<file path="config.mk">
export PLATFORM = sky130hd
export DESIGN_NAME = tx_comma_sched
export DESIGN_NICKNAME = d
export VERILOG_FILES = /design/src/rtl/tx_sym_pkg.sv /design/src/rtl/tx_sym_cnt.sv /design/src/rtl/tx_comma_sched.sv
export SDC_FILE = /design/constraint.sdc
export NUM_CORES = 1
export LEC_CHECK = 0
export ABC_AREA = 0
export CAP_MARGIN = 25
export CELL_PAD_IN_SITES_DETAIL_PLACEMENT = 1
export CELL_PAD_IN_SITES_GLOBAL_PLACEMENT = 2
export CORE_MARGIN = 1
export CORE_UTILIZATION = 30
export CTS_BUF_LIST = sky130_fd_sc_hd__clkbuf_8
export CTS_CLUSTER_SIZE = 8
export DETAILED_ROUTE_END_ITERATION = 7
export DONT_BUFFER_PORTS = 1
export PLACE_DENSITY = 0.64
export SYNTH_ARGS = -nofsm -noshare
export SYNTH_HDL_FRONTEND = slang
export SYNTH_SLANG_ARGS = --single-unit
</file>
<file path="constraint.sdc">
create_clock -name i_clk -period 7.68 [get_ports i_clk]
set_input_delay 0.384 -clock i_clk [delete_from_list [all_inputs] [get_ports i_clk]]
set_output_delay 0.384 -clock i_clk [all_outputs]
set_load 0.1 [all_outputs]
</file>
<file path="src/rtl/tx_sym_pkg.sv">
// Shared types and constants for the TX symbol scheduler.
package tx_sym_pkg;

  typedef enum logic [1:0] {
    ST_TRAIN = 2'd0,
    ST_IDLE  = 2'd1,
    ST_DATA  = 2'd2,
    ST_SYNC  = 2'd3
  } state_t;

  localparam logic [7:0] K28_5 = 8'hBC;

  // One encoder symbol: K flag plus byte.
  typedef struct packed {
    logic       k;
    logic [7:0] data;
  } sym_t;

  function automatic sym_t comma_sym();
    sym_t s;
    s.k    = 1'b1;
    s.data = K28_5;
    return s;
  endfunction

  function automatic sym_t data_sym(input logic [7:0] b);
    sym_t s;
    s.k    = 1'b0;
    s.data = b;
    return s;
  endfunction

endpackage

</file>
<file path="src/rtl/tx_sym_cnt.sv">
// Saturating, loadable symbol counter with terminal-count flag at MAX.
module tx_sym_cnt #(
  parameter int W   = 16,
  parameter int MAX = 1
) (
  input  logic         i_clk,
  input  logic         i_rst_n,
  input  logic         i_clr,
  input  logic         i_ld,
  input  logic [W-1:0] i_ld_val,
  input  logic         i_inc,
  output logic         o_tc
);

  logic [W-1:0] cnt;

  // clear beats load beats increment; increment stops at MAX so it never wraps
  always_ff @(posedge i_clk or negedge i_rst_n) begin
    if (!i_rst_n)                         cnt <= '0;
    else if (i_clr)                       cnt <= '0;
    else if (i_ld)                        cnt <= i_ld_val;
    else if (i_inc && (cnt != W'(MAX)))   cnt <= cnt + 1'b1;
  end

  assign o_tc = (cnt == W'(MAX));

endmodule

</file>
<file path="src/rtl/tx_comma_sched.sv">
// TX scheduler: muxes MAC bytes with K28.5 training/sync commas and owns
// the polarity-comma replacer enable so it only changes under commas.
module tx_comma_sched
  import tx_sym_pkg::*;
#(
  parameter int PREAMBLE_LEN = 16,
  parameter int COMMA_PERIOD = 256,
  parameter int BURST_LEN    = 2,
  parameter int CNT_W        = 16
) (
  input  logic       i_clk,
  input  logic       i_rst_n,
  input  logic       i_sym_stb,
  input  logic       i_man_en,
  input  logic       i_tx_valid,
  input  logic [7:0] i_tx_data,
  output logic       o_tx_ready,
  output logic [7:0] o_enc_data,
  output logic       o_enc_k,
  output logic       o_pol_en,
  output logic [1:0] o_state
);

  localparam logic [CNT_W-1:0] CNT_ONE = CNT_W'(1);
  localparam int BURST_MAX = (BURST_LEN > 1) ? BURST_LEN - 1 : 0;

  state_t state, state_n;
  sym_t   sym_q, sym_n;
  logic   mode_chg, pol_arm;
  logic   train_tc, data_tc, burst_tc;
  logic   train_inc, train_clr;
  logic   data_ld, data_inc, data_clr;
  logic   burst_ld, burst_inc, burst_clr;

  assign mode_chg = (i_man_en != o_pol_en);

  // train_cnt: commas sent in TRAIN, tc on the last preamble comma
  tx_sym_cnt #(.W(CNT_W), .MAX(PREAMBLE_LEN - 1)) u_train_cnt (
    .i_clk, .i_rst_n,
    .i_clr(i_sym_stb & train_clr), .i_ld(1'b0), .i_ld_val('0),
    .i_inc(i_sym_stb & train_inc), .o_tc(train_tc)
  );

  // data_cnt: consecutive data symbols, tc forces a sync burst
  tx_sym_cnt #(.W(CNT_W), .MAX(COMMA_PERIOD)) u_data_cnt (
    .i_clk, .i_rst_n,
    .i_clr(i_sym_stb & data_clr), .i_ld(i_sym_stb & data_ld), .i_ld_val(CNT_ONE),
    .i_inc(i_sym_stb & data_inc), .o_tc(data_tc)
  );

  // burst_cnt: commas in the current sync burst, tc on the last one
  tx_sym_cnt #(.W(CNT_W), .MAX(BURST_MAX)) u_burst_cnt (
    .i_clk, .i_rst_n,
    .i_clr(i_sym_stb & burst_clr), .i_ld(i_sym_stb & burst_ld), .i_ld_val(CNT_ONE),
    .i_inc(i_sym_stb & burst_inc), .o_tc(burst_tc)
  );

  // next state, next symbol and counter controls (applied only on strobes)
  always_comb begin
    state_n   = state;
    sym_n     = comma_sym();
    train_inc = 1'b0;
    train_clr = 1'b0;
    data_ld   = 1'b0;
    data_inc  = 1'b0;
    data_clr  = 1'b1;
    burst_ld  = 1'b0;
    burst_inc = 1'b0;
    burst_clr = 1'b0;
    unique case (state)
      ST_TRAIN: begin
        train_inc = 1'b1;
        if (train_tc) begin
          train_clr = 1'b1;
          state_n   = ST_IDLE;
        end
      end
      ST_IDLE: begin
        if (mode_chg) begin
          state_n = ST_TRAIN;
        end else if (i_tx_valid) begin
          sym_n    = data_sym(i_tx_data);
          data_clr = 1'b0;
          data_ld  = 1'b1;
          state_n  = ST_DATA;
        end
      end
      ST_DATA: begin
        if (mode_chg) begin
          state_n = ST_TRAIN;
        end else if (data_tc) begin
          if (BURST_LEN == 1) begin
            state_n = ST_IDLE;
          end else begin
            burst_ld = 1'b1;
            state_n  = ST_SYNC;
          end
        end else if (i_tx_valid) begin
          sym_n    = data_sym(i_tx_data);
          data_clr = 1'b0;
          data_inc = 1'b1;
        end else begin
          state_n = ST_IDLE;
        end
      end
      ST_SYNC: begin
        if (mode_chg) begin
          burst_clr = 1'b1;
          state_n   = ST_TRAIN;
        end else if (burst_tc) begin
          burst_clr = 1'b1;
          state_n   = ST_IDLE;
        end else begin
          burst_inc = 1'b1;
        end
      end
      default: state_n = ST_TRAIN;
    endcase
  end

  // state, registered symbol, pol enable; all advance only on a strobe
  always_ff @(posedge i_clk or negedge i_rst_n) begin
    if (!i_rst_n) begin
      state    <= ST_TRAIN;
      sym_q    <= comma_sym();
      o_pol_en <= 1'b0;
      pol_arm  <= 1'b1;
    end else if (i_sym_stb) begin
      state   <= state_n;
      sym_q   <= sym_n;
      // arm on TRAIN entry so the first TRAIN strobe (a comma) samples the mode
      pol_arm <= (state_n == ST_TRAIN) && (state != ST_TRAIN);
      if (state == ST_TRAIN && pol_arm) o_pol_en <= i_man_en;
    end
  end

  assign o_tx_ready = i_sym_stb & ((state == ST_IDLE) | (state == ST_DATA)) & ~mode_chg &
                      ~((state == ST_DATA) & data_tc);
  assign o_enc_data = sym_q.data;
  assign o_enc_k    = sym_q.k;
  assign o_state    = state;

endmodule

</file>
# Word-level counts from Yosys, hierarchy flattened

Cells that the tools add are included.

Word-level logic and storage cells: 93
Input port bits: 13
Flip-flop bits (word level): 61
Output and inout bits: 13

Mux-type cells: 45
Reductions and logical operators: 12
Equal/unequal tests: 10
Bitwise logic cells: 15
Add/subtract/negate cells: 3

Operators with widths:

| operator              | number |
|---|---|
| $mux 16               | 8 |
| $add 16x1->16 const B | 3 |
| $mux 9                | 4 |
| $mux 1                | 22 |
| $pmux 9 s2            | 1 |
| $eq 16x1->1 const B   | 1 |
| $eq 16x4->1 const B   | 1 |
| $eq 16x9->1 const B   | 1 |
| $mux 2                | 8 |
| $ne 16x1->1 const B   | 1 |
| $ne 16x4->1 const B   | 1 |
| $ne 16x9->1 const B   | 1 |
| $and 1x1->1           | 12 |
| $pmux 2 s4            | 1 |
| $reduce_bool 3->1     | 2 |
| $logic_and 1x1->1     | 5 |
| $eq 2x2->1 const B    | 2 |
| $logic_not 2->1       | 2 |
| $reduce_bool 2->1     | 2 |
| $eq 2x1->1 const B    | 1 |
| $not 1->1             | 2 |
| $pmux 1 s2            | 1 |
| $reduce_and 2->1      | 1 |
| $ne 1x1->1            | 1 |
| $or 1x1->1            | 1 |

# Logic depth before layout (Yosys ltp)

Gate-level depths: netlist of the first run.

Word-level depth: 9
Mapped depth: 10
Gate-level depth less buffers: 7

# By module

A second synthesis of the first run with hierarchy kept.

Cells, all modules: 465
Area total of the unflattened synthesis: 4,155.2 µm²

Modules (own cells, without submodules):

| module                    | sequential area each (µm²) | area each (µm²) | instances | cells an instance |
|---|---|---|---|---|
| tx_sym_cnt at u_burst_cnt | 400.4                      | 1,102.3         | 1         | 122 |
| tx_sym_cnt at u_train_cnt | 400.4                      | 1,102.3         | 1         | 132 |
| tx_sym_cnt at u_data_cnt  | 400.4                      | 1,084.8         | 1         | 118 |
| tx_comma_sched            | 334.1                      | 865.8           | 1         | 93 |

# Worst setup path after synthesis of the first run

OpenSTA, ideal clock, no wires.

Path kind: register -> output
Start point: register state[1] (netlist: o_state[1])
End point: output o_tx_ready
Arrival time: 2,949 ps
Buffers on the path: 2
Required time: 7,296 ps
Cell stages (with the launch flop): 7
Path slack: 4,347 ps
Cells stage by stage: dfrtp_1 ha_1 clkbuf_1 or4bb_1 or4_1 buf_2 and3_1

Word-level cells in the longest chain between the ends: 5

RTL lines:

| item                                     | RTL line                                     | source |
|---|---|---|
| start: declaration                       | tx_comma_sched.sv:27                         | `state_t state, state_n;` |
| start signal: assignment                 | tx_comma_sched.sv:129                        | `state <= state_n;` |
| $eq 2x1->1 or $eq 2x2->1 (tied branches) | tx_comma_sched.sv:137, tx_comma_sched.sv:138 |  |
| $or 1x1->1                               | tx_comma_sched.sv:137                        | `assign o_tx_ready = i_sym_stb & ((state == ST_IDLE) \| (state == ST_DATA)) & ~mode_chg &` |
| $and 1x1->1 (2 in a row)                 | tx_comma_sched.sv:137                        |  |
| $and 1x1->1 (*)                          | tx_comma_sched.sv:137                        |  |
| end: declaration                         | tx_comma_sched.sv:17                         | `output logic o_tx_ready,` |

Mark *: on every way between the ends. The rest lies on a longest branch, timed or not.

# Final worst setup path of the first run

Same ends and word-level chain as after synthesis.

==> flow_metrics.py, run 1 <==
metrics = {
    "final_layout": {
        "layoutNonFillerInstCount": 488,
        "nFillCells": 1245,
        "antennaDiodeCount": 0,
        "fin_nets": 367,
        "seq_area_mm2": 0.00154,
        "stdcell_area_mm2": 0.00374,
        "multiInputGateArea_mm2": 0.00173,
        "drive_gt1_frac": 0.106,
        "areaGrowthSynthToFinish_pct": 11.5,
    },
    "routing": {
        "initialDrtViolationCount": 124,
        "wl_per_cell_um": 17.8,
        "ant_nets": 0,
        "route.detailed.drc": 0,
        "m1WireLength_mm": 4.35,
        "wirelength_mm": 8.69,
        "top_layer_used": "met4",
        "routed_via_density": 5.47,
        "wl_met2_mm": 3.92,
        "first_pass_iters": 4,
        "route.vias.total": 2671,
        "wl_met3_um": 283,
    },
    "timing": {
        "finalClockSkew_ns": 0.00641,
        "timing.final.crit_share": 0.514,
        "clock.fmax_ghz": 0.253,
        "rsz0062_at_grt": "no",
        "setup_tns_ns": 0,
        "max_slew_margin": 0.298,
        "final_hold_viol_count": 0,
        "worst_pin_slew_ns": 1.05,
        "finalHoldWorstSlack_ns": 0.111,
        "setup_viol": 0,
        "drv_slew": 0,
        "min_period_ns": 3.95,
    },
    "worst_setup_path": {
        "path_max_fanout": 10,
        "cp.arrival_ns": 3.56,
        "required_ns": 7.30,
        "cp-end-kind": "primary output",
        "crit_path_start_kind": "flip-flop",
        "criticalPathCategory": "reg2out",
    },
    "global_routing": {
        "grt_usage": 0.165,
        "grt_overflow_total": 0,
        "grt_max_degree": 62,
        "grt_pass1_wl_mm": 14.5,
        "grt_pass1_vias": 2685,
        "antenna_found_initial": 0,
    },
    "logic_synthesis": {
        "synth_area_leaders": "dfrtp_1, dfstp_2, xnor2_1",
        "ys_top_cells_by_count": "dfrtp_1, nand3_1, nor2_1",
        "synthCells": 341,
        "yosysTopAreaCell": "dfrtp_1",
        "synthesis.area_mm2": 0.00335,
        "syn-num-nets": 364,
        "synthFlopType": "dfrtp_1",
        "seq_area_frac_synth": 0.458,
        "yosys.area.top_type_share": 0.403,
        "async_flop_share": 1.00,
        "synth.most_common_cell": "dfrtp_1",
        "ys_ff_latch": 61,
        "ys_types": 56,
        "yosysWarnings": 0,
        "avgSynthCellArea_um2": 9.83,
        "synth_edf_count": 0,
    },
    "power": {
        "ir_drop_uv": 210,
        "power.total_mw": 1.24,
        "p_int_uw": 691,
        "pwr-share-comb": 0.248,
        "swShare": 0.445,
        "clockPowerShare": 0.257,
        "power_density_mw_per_mm2": 333,
        "switchingPower_uw": 553,
        "leakage_nw": 1.49,
        "seqPwrFrac": 0.495,
    },
    "cts": {
        "cts.htree.levels": 3,
        "cts-resized-gates": 0,
        "clockBufferDepth": 2,
        "clkTransAtPathRegs_ns": 0.07,
        "cts_sinks": 61,
        "cts_tree": "yes",
        "cts_buffers": 9,
        "clk_latency_ns": 0.35,
        "root_buffer": "clkbuf_8",
    },
    "status": {
        "outcome": "finished clean",
    },
    "die": {
        "num_rows": 38,
        "core_mm2": 0.0109,
        "start_util": 0.308,
        "dieWidth_um": 108,
        "io_pins": 26,
        "die_h_um": 108,
        "die_area_mm2": 0.0116,
    },
    "flow_run": {
        "max-cap-violations": 0,
    },
    "place": {
        "gp_congestion": 0.731,
        "numPortBuffers": 0,
        "dp_cells": 471,
        "post-dp-hpwl_mm": 6.02,
        "placed_area_mm2": 0.00349,
    },
    "worst_hold_path": {
        "hp-class": "in2reg",
    },
}
area by class of cell:
class,count,share of cell area
clock inverter,5,0.0201
tap,140,0.0469
inverter,13,0.0131
timing repair buffer,2,0.0100
multi-input combinational,257,0.462
clock buffer,10,0.0368
sequential,61,0.411
layer usage:
metal	up-vias	track usage
met4	0	0.0773
met3	10	0.0321
li1	1295	-
met2	36	0.249
met5	-	0
met1	1330	0.226
power groups by stage:
stage	Clock [mW]	Sequential [mW]	Combinational (mW)
floorplan	0	0.605	0.238
global placement	0	0.622	0.300
detailed placement	0	0.624	0.299
CTS	0.333	0.617	0.311
global route	0.352	0.627	0.350
finish	0.320	0.616	0.309
cells by family after synthesis:
kind of cell,count (synthesis),synth area share
AOI/OAI and AO/OA,71,0.154
muxes,3,0.00970
xor gates and xnor gates,27,0.0705
buffers and inverters,23,0.0269
and+or+nand+nor,146,0.244
adders and majority gates,10,0.0373
DFF,61,0.458
critical path, cell delays in order (launching register included):
cell and delay [ns]:
dfrtp_1 1.04, ha_1 0.51, or4bb_1 0.43, or4_1 0.61, and3_1 0.62
layout by cell type, fill, tap and decap left out, types with 3 or more instances in the layout:
master and instances:
nand2_1 23, a21o_1 3, a22o_1 4, xnor2_1 20, dfstp_2 7, a21oi_1 11, ha_1 10, dfrtp_1 54
nor4_1 9, inv_1 13, nor4b_1 4, or4_1 6, or3_1 6, and4_1 4, clkinv_2 3, o31ai_1 7
o221a_2 5, a31oi_1 5, nor2_1 24, xor2_1 7, clkbuf_8 10, nand4_1 13, o21a_1 4, o21ai_0 13
a41oi_1 3, and3_1 6, nand3_1 24, nor3_1 13
metrics by stage:
stage | utilization | worst slack [ns]
after floorplan | - | 4.35
after global placement | 0.320 | 4.13
after detailed placement | 0.320 | 4.03
after CTS | 0.343 | 3.72
after global routing | 0.343 | 3.56
final | 0.343 | 3.73
worst paths after layout:
path / start / cells after the start / endpoint / slack (ns)
worst max-delay path: o_state[1] / 4 / o_tx_ready / 3.73
worst min-delay path: i_sym_stb / 1 / pol_arm / 0.11
worst max register to register: o_pol_en / 5 / u_burst_cnt.cnt[15] / 4.06
worst min register to register: u_train_cnt.cnt[15] / 1 / u_train_cnt.cnt[15] / 0.48
max in group asynchronous: i_rst_n / 2 / pol_arm / 6.80
min in group asynchronous: i_rst_n / 2 / o_state[1] / 0.58
flip-flops by register name (all words and copies together), names as in the netlist:
signal,flops
o_state,2
u_burst_cnt.cnt,16
o_enc_k,1
o_pol_en,1
pol_arm,1
o_enc_data,8
u_data_cnt.cnt,16
u_train_cnt.cnt,16
timing repair:
| action | 4_1_cts | 5_1_grt |
|---|---|---|
| endpoints found under the setup margin | 0 | 0 |
| hold buffers | 2 | 0 |
| endpoints found under the hold margin | 61 | 0 |
| setup buffers | 0 | 0 |
(Power assumes the default switching activity.)
==> run 2, diff against run 1 <==
--- a/config.mk
+++ b/config.mk
@@ -5,7 +5,7 @@
 export SDC_FILE = /design/constraint.sdc
 export NUM_CORES = 1
 export LEC_CHECK = 0
-export ABC_AREA = 0
+export ABC_AREA = 1
 export CAP_MARGIN = 25
 export CELL_PAD_IN_SITES_DETAIL_PLACEMENT = 1
 export CELL_PAD_IN_SITES_GLOBAL_PLACEMENT = 2
@@ -15,7 +15,7 @@
 export CTS_CLUSTER_SIZE = 8
 export DETAILED_ROUTE_END_ITERATION = 7
 export DONT_BUFFER_PORTS = 1
-export PLACE_DENSITY = 0.64
+export PLACE_DENSITY = 0.7
 export SYNTH_ARGS = -nofsm -noshare
 export SYNTH_HDL_FRONTEND = slang
 export SYNTH_SLANG_ARGS = --single-unit
==> constraint.sdc (replaced) <==
create_clock -name i_clk -period 3.95 [get_ports i_clk]
set_input_delay 0.1975 -clock i_clk [delete_from_list [all_inputs] [get_ports i_clk]]
set_output_delay 0.1975 -clock i_clk [all_outputs]
set_load 0.1 [all_outputs]
==> run 2 against run 1 <==
Effect of this change:
- sequential share of layout area is 6.8 points lower
- clock power is 110% higher
- routed wire length is 25% higher
- core utilization is 0.73 points higher
- die area is 19% higher
- critical path type is now reg2reg
- largest power group unchanged
- combinational power is 130% higher
- synthesized cell count is 66% higher
- area after synthesis is 19% higher
- global-route usage is 0.49 points higher
- flip-flop and latch count stayed put
- clock skew is 0.0027 ns higher
- via count is 34% higher
==> flow_metrics.py, run 2 <==
metrics = {
    "timing": {
        "setup_viol": 0,
        "setup_ws_ns": 1.13,
        "min_period_ns": 2.82,
        "clock.fmax_ghz": 0.355,
        "max_slew_margin": 0.352,
        "finalHoldWorstSlack_ns": 0.0183,
        "setup_tns_ns": 0,
        "timing.final.crit_share": 0.713,
        "rsz0062_at_grt": "no",
        "worst_pin_slew_ns": 0.972,
        "final_hold_viol_count": 0,
        "finalClockSkew_ns": 0.00911,
        "drv_slew": 0,
    },
    "cts": {
        "cts-resized-gates": 0,
        "post_cts_buffers": 0,
        "cts.htree.levels": 3,
        "clockBufferDepth": 2,
        "root_buffer": "clkbuf_8",
        "cts_tree": "yes",
        "clk_latency_ns": 0.36,
        "clkTransAtPathRegs_ns": 0.07,
        "cts_buffers": 9,
        "cts_sinks": 61,
    },
    "power": {
        "leakage_nw": 2.22,
        "power.total_mw": 2.58,
        "power_density_mw_per_mm2": 575,
        "ir_drop_uv": 231,
    },
    "worst_hold_path": {
        "hold_end": "pol_arm",
        "hold_start": "i_sym_stb",
        "hp-class": "in2reg",
        "worstHoldPathCells": 3,
    },
    "logic_synthesis": {
        "async_flop_share": 1.00,
        "synth.most_common_cell": "nand2_1",
        "synthCells": 567,
        "avgSynthCellArea_um2": 7.04,
        "synthFlopType": "dfrtp_1",
        "yosysWarnings": 0,
        "seq_area_frac_synth": 0.385,
        "synthesis.area_mm2": 0.00399,
        "synth_area_leaders": "dfrtp_1, nand2_1, inv_1",
        "ys_ff_latch": 61,
        "ys_top_cells_by_count": "nand2_1, inv_1, nor2_1",
        "synth_edf_count": 0,
        "ys_types": 36,
        "syn-num-nets": 590,
        "yosysTopAreaCell": "dfrtp_1",
        "yosys.area.top_type_share": 0.339,
    },
    "worst_setup_path": {
        "path_max_fanout": 20,
        "required_ns": 4.25,
        "crit_family": "simple AND/OR/NAND/NOR gates",
        "reg2reg_depth": 9,
        "crit_path_start_kind": "flip-flop",
        "slowest_stage": "dfrtp_1",
        "cp-startpoint": "o_pol_en",
        "timing.rr.start": "o_pol_en",
        "criticalPathCategory": "reg2reg",
        "critical_path.max_stage_delay_ns": 0.77,
        "rr_endpoint": "u_burst_cnt.cnt[7]",
        "cp-end-kind": "flip-flop",
        "cp.arrival_ns": 3.12,
        "crit_buf_inv": 3,
        "timing.reg2reg.setup_slack_ns": 1.13,
        "worstPathCellList": "xnor2_2 > nand2_2 > inv_2 > nand4_1 > nand2_1 > inv_1 > o21ai_0 > nand2_1 > inv_1",
    },
    "routing": {
        "first_pass_iters": 4,
        "route.detailed.drc": 0,
        "route.vias.total": 3587,
        "wl_per_cell_um": 14.4,
        "ant_nets": 0,
        "routed_via_density": 4.76,
        "wirelength_mm": 10.8,
        "initialDrtViolationCount": 199,
    },
    "global_routing": {
        "grt_max_degree": 62,
        "antenna_found_initial": 0,
        "grt_pass1_wl_mm": 19.0,
        "grt_pass1_vias": 3819,
        "grt_overflow_total": 0,
        "grt_usage": 0.170,
    },
    "die": {
        "die_h_um": 117,
        "start_util": 0.312,
        "io_pins": 26,
        "die_area_mm2": 0.0138,
        "core_mm2": 0.0128,
        "num_rows": 41,
        "dieWidth_um": 117,
    },
    "place": {
        "dp_cells": 729,
        "numPortBuffers": 0,
        "gp_congestion": 0.763,
        "place_ws_ns": 1.15,
        "post-dp-hpwl_mm": 7.86,
        "placed_area_mm2": 0.00414,
    },
    "status": {
        "outcome": "finished clean",
    },
    "final_layout": {
        "final_cell_mix": "nand2_1, inv_1, nor2_1",
        "fin_nets": 599,
        "drive_gt1_frac": 0.0706,
        "areaGrowthSynthToFinish_pct": 12.2,
        "multiInputGateArea_mm2": 0.00206,
        "fin_util": 0.351,
        "antennaDiodeCount": 0,
        "largestRegisters": "u_burst_cnt.cnt x16, u_data_cnt.cnt x16, u_train_cnt.cnt x16",
        "final_common_cell": "nand2_1",
        "layoutNonFillerInstCount": 753,
        "nFillCells": 1604,
        "stdcell_area_mm2": 0.00448,
        "seq_area_mm2": 0.00154,
    },
    "flow_run": {
        "max-cap-violations": 0,
    },
}
==> run 2: logic make-up after synthesis <==
kind of cell,Yosys count,synth area share
mux,1,0.00282
simple gates,326,0.355
flops,61,0.385
buf+inv,95,0.0997
xor+xnor,23,0.0524
compound gates,51,0.0737
fa+ha+maj,10,0.0313
==> run 2: repair_timing <==
item / in CTS / in global routing
setup endpoints to repair: 0 / 0
hold buffers: 8 / 0
endpoints found under the hold margin: 71 / 0
==> run 2: worst reg2reg max path, stage by stage (launching register included) <==
cell and delay, ns:
dfrtp_1 0.77, xnor2_2 0.57, nand2_2 0.12, inv_2 0.09
nand4_1 0.11, nand2_1 0.49, inv_1 0.27, o21ai_0 0.22
nand2_1 0.07, inv_1 0.05
==> run 2: cell type report <==
cell class                      instances  share of cell area
Tap cell                              172              0.0481
Clock inverter                          7              0.0257
Sequential cell                        61               0.343
Timing Repair Buffer                   11              0.0268
Inverter                               82              0.0693
Clock buffer                            9              0.0277
Multi-Input combinational cell        411               0.460
==> run 2: how the worst max path moves through the flow <==
stage                         end  slack, ns  cells past startpoint
6_report       u_burst_cnt.cnt[7]       1.13                      9
5_1_grt        u_burst_cnt.cnt[7]       0.88                      9
3_3_place_gp   u_burst_cnt.cnt[7]       1.21                      9
2_1_floorplan          o_tx_ready       1.29                      6
3_5_place_dp   u_burst_cnt.cnt[7]       1.15                      9
4_1_cts        u_burst_cnt.cnt[7]       1.11                      9
==> run 2: layer usage <==
| layer | part of all wire | GRT usage | vias to the layer above | wire length [um] |
|---|---|---|---|---|
| li1 | - | - | 1830 | - |
| met1 | 0.48 | 0.222 | 1723 | 5240 |
| met2 | 0.48 | 0.279 | 26 | 5230 |
| met4 | 0.0084 | 0.0398 | 0 | 91 |
| met5 | 0 | 0 | - | 0 |
| met3 | 0.024 | 0.0443 | 8 | 257 |
==> run 2: where the power goes <==
| group | total, mW | switching [mW] | leakage, nW | internal (mW) |
|---|---|---|---|---|
| clock | 0.687 | 0.270 | 0.121 | 0.417 |
| sequential | 1.18 | 0.398 | 0.749 | 0.785 |
| combinational | 0.707 | 0.482 | 1.35 | 0.224 |
